[src/rtl/xbar_port_arbiter.sv]
// Output-port arbiter: round-robin lane grant, header+payload pass-through, parity checks, bad-header drop.
// Lane-to-output is combinational once granted; one IDLE bubble per packet; in_ready follows out_ready, so a stalled output stalls the lane.
module xbar_port_arbiter #(
  parameter int PORTS         = 8,
  parameter int PORT_ID       = 0,
  parameter int PKT_W         = 8,
  parameter int PAYLOAD_BEATS = 1
) (
  input  logic                       clk,
  input  logic                       rst,
  input  logic [PORTS*PKT_W-1:0]     in_data,
  input  logic [PORTS-1:0]           in_valid,
  output logic [PORTS-1:0]           in_ready,
  output logic [PKT_W-1:0]           out_data,
  output logic                       out_valid,
  input  logic                       out_ready,
  output logic [PORTS-1:0]           grant,
  output logic                       busy,
  output logic                       hdr_err,
  output logic                       pay_err,
  output logic [$clog2(PORTS)-1:0]   err_port
);

  localparam int AW = $clog2(PORTS);
  localparam int CW = $clog2(PAYLOAD_BEATS + 1);

  typedef enum logic [1:0] {IDLE, HDR, PAY, DROP} state_t;

  state_t            state, state_nxt;
  logic [PORTS-1:0]  grant_nxt;
  logic [AW-1:0]     g_idx, g_nxt;
  logic [AW-1:0]     ptr, ptr_nxt;
  logic [CW-1:0]     cnt, cnt_nxt;
  logic              ppar, ppar_nxt;
  logic              acc, acc_nxt;
  logic              hdr_err_nxt, pay_err_nxt;
  logic [AW-1:0]     err_port_nxt;

  logic [PKT_W-1:0]  lane [PORTS];
  logic [PORTS-1:0]  req;
  logic              pick_vld;
  logic [AW-1:0]     pick_idx;
  logic [PKT_W-1:0]  g_dat;
  logic              g_vld;
  logic              hs;
  logic              pay_par;

  always_comb begin
    for (int i = 0; i < PORTS; i++) begin
      lane[i] = in_data[PKT_W*i +: PKT_W];
      req[i]  = in_valid[i] && lane[i][7] && (lane[i][6:4] == 3'(PORT_ID));
    end
  end

  // First requester after the pointer, wrapping; the pointer lane itself is checked last.
  always_comb begin
    logic [AW-1:0] idx;
    pick_vld = 1'b0;
    pick_idx = '0;
    idx      = '0;
    for (int k = 1; k <= PORTS; k++) begin
      idx = AW'((int'(ptr) + k) % PORTS);
      if (!pick_vld && req[idx]) begin
        pick_vld = 1'b1;
        pick_idx = idx;
      end
    end
  end

  always_ff @(posedge clk) begin
    if (rst) begin
      state    <= IDLE;
      grant    <= '0;
      g_idx    <= '0;
      ptr      <= AW'(PORTS - 1);
      cnt      <= '0;
      ppar     <= 1'b0;
      acc      <= 1'b0;
      hdr_err  <= 1'b0;
      pay_err  <= 1'b0;
      err_port <= '0;
    end else begin
      state    <= state_nxt;
      grant    <= grant_nxt;
      g_idx    <= g_nxt;
      ptr      <= ptr_nxt;
      cnt      <= cnt_nxt;
      ppar     <= ppar_nxt;
      acc      <= acc_nxt;
      hdr_err  <= hdr_err_nxt;
      pay_err  <= pay_err_nxt;
      err_port <= err_port_nxt;
    end
  end

  always_comb begin
    state_nxt    = state;
    grant_nxt    = grant;
    g_nxt        = g_idx;
    ptr_nxt      = ptr;
    cnt_nxt      = cnt;
    ppar_nxt     = ppar;
    acc_nxt      = acc;
    hdr_err_nxt  = 1'b0;
    pay_err_nxt  = 1'b0;
    err_port_nxt = err_port;
    out_data     = '0;
    out_valid    = 1'b0;
    in_ready     = '0;
    g_dat        = lane[g_idx];
    g_vld        = in_valid[g_idx];
    hs           = g_vld && out_ready;
    pay_par      = acc ^ (^g_dat);

    unique case (state)
      IDLE: begin
        if (pick_vld) begin
          grant_nxt = {{(PORTS-1){1'b0}}, 1'b1} << pick_idx;
          g_nxt     = pick_idx;
          cnt_nxt   = '0;
          if ((^lane[pick_idx][7:1]) == lane[pick_idx][0]) begin
            state_nxt = HDR;
          end else begin
            state_nxt    = DROP;
            hdr_err_nxt  = 1'b1;
            err_port_nxt = pick_idx;
          end
        end
      end
      HDR: begin
        out_data        = g_dat;
        out_valid       = g_vld;
        in_ready[g_idx] = out_ready;
        if (hs) begin
          state_nxt = PAY;
          cnt_nxt   = '0;
          ppar_nxt  = g_dat[1];
          acc_nxt   = 1'b0;
        end
      end
      PAY: begin
        out_data        = g_dat;
        out_valid       = g_vld;
        in_ready[g_idx] = out_ready;
        if (hs) begin
          cnt_nxt = cnt + CW'(1);
          acc_nxt = pay_par;
          if (cnt == CW'(PAYLOAD_BEATS - 1)) begin
            state_nxt = IDLE;
            ptr_nxt   = g_idx;
            grant_nxt = '0;
            if (pay_par != ppar) begin
              pay_err_nxt  = 1'b1;
              err_port_nxt = g_idx;
            end
          end
        end
      end
      DROP: begin
        // Swallow header plus payload without presenting anything downstream.
        in_ready[g_idx] = g_vld;
        if (g_vld) begin
          cnt_nxt = cnt + CW'(1);
          if (cnt == CW'(PAYLOAD_BEATS)) begin
            state_nxt = IDLE;
            ptr_nxt   = g_idx;
            grant_nxt = '0;
          end
        end
      end
      default: state_nxt = IDLE;
    endcase
  end

  assign busy = (state != IDLE);

endmodule

[config.mk]
export PLATFORM = sky130hd
export DESIGN_NAME = xbar_port_arbiter
export DESIGN_NICKNAME = d
export VERILOG_FILES = /design/src/rtl/xbar_port_arbiter.sv
export SDC_FILE = /design/constraint.sdc
export NUM_CORES = 1
export LEC_CHECK = 0
export CORE_MARGIN = 4
export CORE_UTILIZATION = 53
export DETAILED_ROUTE_END_ITERATION = 8
export GPL_TIMING_DRIVEN = 0
export PLACE_DENSITY = 0.88
export SYNTH_ARGS = -nofsm -noshare
export SYNTH_HDL_FRONTEND = slang
export SYNTH_SLANG_ARGS = --single-unit
export TNS_END_PERCENT = 30
[constraint.sdc]
create_clock -name clk -period 10.7 [get_ports clk]
set_clock_uncertainty 0.1 [all_clocks]
set_input_delay 3.21 -clock clk [delete_from_list [all_inputs] [get_ports clk]]
set_output_delay 3.21 -clock clk [all_outputs]
set_load 0.005 [all_outputs]
==> results.md <==
- The run finished with clean final reports.
- The die area is about 8400 um^2.
- The total routed wirelength is between 10000 and 15000 um.
- The number of DRC violations after detailed routing is 0.
- In this run the static leakage power is 1.80 nW.
- Dividing the final minimum period by the clock period gives approximately 85%.
- For this run, the post-layout net count is just under 700.
- The routed layout has roughly 4500 vias.
- Yosys mapped a number of flops with a built-in enable equal to 0.
- Global routing used a little under a third of the available tracks.
- Entering global routing, the biggest net connects 14 pins.
- Counting every sink on the clock net gives 24.
- Across the whole layout, storage elements account for around 480 um^2.
- For the worst setup path, the data arrival time is ~5800 ps.
- The path type of the worst min-delay path is flop to flop.
- Summing all multi-input logic gate instances after layout gives 3010 um^2.
- The initial antenna violation count was 0.
- The post-layout minimum cycle time is around 9000 ps.
- For this run, global-route usage on met1 was measured as 37.3%.
- The count of input and output buffers is 104.
- Setup violations remaining at the end of the flow were counted as 0.
- The count of standard-cell rows is 30.
- The number of warning messages in the yosys log is 0.
- The max capacitance violation total is 0.
- The critical path capture point type is an output pin.
- Before CTS, the worst setup slack after placement is 1610 ps.
- The average instance in the mapped netlist occupies 7.62 um^2.
- In the layout the commonest cells are sky130_fd_sc_hd__clkdlybuf4s50_1, sky130_fd_sc_hd__nor2_1, sky130_fd_sc_hd__nand2_1.
- Hold repair after CTS inserted 0 buffers.
- The synthesized netlist net count is approximately 570.
- The clock tree from TritonCTS is yes.
- The layer carrying the most global-route usage is met2.
- The first-pass GRT wire length is 21600 um.
- Buffers inserted during clock tree synthesis total 3.
- The final sum of negative setup slack is 0 ps.
- The most common cell after layout, fill and taps aside is sky130_fd_sc_hd__clkdlybuf4s50_1.
- The cell area power density is between 300 and 400 nW/um^2.
- The required arrival time at the worst endpoint is 7390 ps.
- The clock reaches the later pin of the worst-skew pair after around 270 ps.
- The worst path meets setup with between 1500 and 2000 ps of slack.
- Clock-pin slew was measured on the worst setup and hold paths at approximately 80 ps.
- Post-CTS repair changed the size of 0 cells.
- The distinct cell type count after synthesis is between 90 and 100.
- The share of post-route cells with drive strength above 1 is a little over a tenth.
- The I/O pin total is ~110.
- The core box area is ~6800 um^2.
- After synthesis, the share of flip-flops with an asynchronous set or reset is 0%.
- The post-synthesis cell count is a little under 500.
- The number of DRC markers after the initial detailed-route iteration is 379.
- Setup repair after global routing left no endpoint under its margin.
- The highest achievable clock rate is between 0.1 and 0.15 GHz.
- Summed over all nets, the half-perimeter wirelength after detailed placement is 11000 um.
- The flip-flop cell with the highest count after synthesis is sky130_fd_sc_hd__dfxtp_1.
- The critical path class is primary input to output pin.
- For the pin with the worst max-slew slack, the measured transition is around 750 ps.
- The area added between synthesis and finish is 33.0%.
- Measured along the x axis, the die boundary spans roughly 91 um.
- The post-synthesis register bit count is 24.
- IR analysis of the VDD net gives a maximum drop of approximately 0.26 mV.
- The total overflow left after global routing is 0.
- 0 antenna diodes ended up in the layout.
- The starting density of the core is approximately 54%.
- Of all nets on the critical path, the largest fanout is 4.
- The final routed wire length divided by cell count is slightly below 20 um.
- The critical path startpoint category is a primary input.
- The mapped cell area is 3690 um^2.
- The number of max-slew violations in the final report was 0.
- The detail route stage leaves a number of antenna-violating nets equal to 0.
- The overall die height is slightly above 90 um.
- The count of TritonRoute iterations in the first routing pass is 5.
- The root buffer cell chosen for the clock tree is sky130_fd_sc_hd__clkbuf_8.
- For this run, the register share of the synthesized area comes to about an eighth.
- Global routing consumed, on the met2 layer, 55.6% of the routing resources.
- The number of global-route vias before repair came to about 4400.
- The met3 layer usage reported by global route is under 10%.
- The filler cells instantiated in the layout total around 550.
- The H-tree depth reported by CTS is 1.
- Using the TritonRoute via totals, the vias-per-cell ratio works out to 6.58.
- The routability congestion estimate is between 0.9 and 1.
- Headroom to the max-slew limit came out at approximately 50%.
- Buffers added to address setup during post-CTS repair amount to 0.
- The largest buffer count on any clock path is 2.
- The final hold violation count is 0.
## sequential cells by signal, indices dropped and copies added (netlist names)
register and flops:
grant 8, err_port 3, g_idx 3, ptr 3, state 2, acc 1
cnt 1, hdr_err 1, pay_err 1, ppar 1
## logic make-up (layout without fill, tap and decap cells)
family                   count (synthesis)  in the layout  share of synthesized area, %
adder cells (fa/ha/maj)                  7              7                          2.37
buffers and inverters                   40            148                          5.32
XOR/XNOR                                38             38                          9.02
AO/OA/AOI/OAI                          129            129                          26.9
multiplexers                            43             43                          13.5
AND/OR/NAND/NOR                        203            203                          29.9
flip-flops                              24             24                          13.0
## per-stage QoR
step / utilization (%) / total power, mW / hold WS [ps] / cell area, um^2 / std cells
2_1_floorplan: - / 1.12 / 348 / 3690 / 484
3_3_place_gp: 71.4 / 1.44 / 355 / 4850 / 684
3_5_place_dp: 71.4 / 1.47 / 356 / 4850 / 684
4_1_cts: 72.2 / 1.53 / 368 / 4910 / 688
5_1_grt: 72.2 / 1.67 / 403 / 4910 / 688
6_report: 72.2 / 1.57 / 367 / 4910 / 688
## routing by layer
| metal | up-vias | wire (um) | part of all wire [%] |
|---|---|---|---|
| met2 | 292 | 6760 | 49 |
| met5 | - | 0 | 0 |
| met1 | 2139 | 5230 | 38 |
| met4 | 0 | 580 | 4.2 |
| met3 | 55 | 1090 | 8.0 |
| li1 | 2041 | - | - |
## synth_stat cells, types with 10 or more instances
master,number,area share [%]
sky130_fd_sc_hd__nand3_1,10,1.4
sky130_fd_sc_hd__clkbuf_1,13,1.3
sky130_fd_sc_hd__mux2i_1,29,7.9
sky130_fd_sc_hd__dfxtp_1,24,13
sky130_fd_sc_hd__nor2_1,55,5.6
sky130_fd_sc_hd__o21ai_0,14,1.9
sky130_fd_sc_hd__a21oi_1,17,2.3
sky130_fd_sc_hd__inv_1,11,1.1
sky130_fd_sc_hd__o22ai_1,13,2.2
sky130_fd_sc_hd__nor3_1,17,2.3
sky130_fd_sc_hd__xnor2_1,24,5.7
sky130_fd_sc_hd__nand2_1,39,4.0
sky130_fd_sc_hd__xor2_1,14,3.3
## critical path, cell delays in order
cell and delay [ps]:
sky130_fd_sc_hd__clkdlybuf4s50_1 590, sky130_fd_sc_hd__mux2i_1 120, sky130_fd_sc_hd__o211ai_1 190, sky130_fd_sc_hd__o2bb2ai_1 260, sky130_fd_sc_hd__nor2_1 130, sky130_fd_sc_hd__nor4_1 530, sky130_fd_sc_hd__nor3b_1 240, sky130_fd_sc_hd__clkdlybuf4s50_1 530
## worst paths after layout
| check | from | endpoint | slack [ps] | cells past startpoint |
|---|---|---|---|---|
| setup reg to reg | ptr[1] | err_port[1] | 5010 | 18 |
| hold / removal | err_port[0] | err_port[0] | 370 | 2 |
| setup / recovery | in_valid[0] | in_ready[4] | 1580 | 8 |
| hold reg to reg | err_port[0] | err_port[0] | 370 | 2 |
## cell type report
type / count / share of cell area, %
plain buffers: 28 / 3.09
clock buffers: 4 / 1.12
inverters: 12 / 0.918
multi-input cells: 420 / 61.4
flip-flops and latches: 24 / 9.79
well taps: 96 / 2.45
repair buffers: 104 / 21.2
## report_power, final
part	internal, mW	total, mW	switching (mW)
sequential	0.117	0.136	0.0192
combinational	0.578	1.37	0.790
clock	0.0329	0.0636	0.0306
total	0.728	1.57	0.840
(Power assumes the default switching activity.)
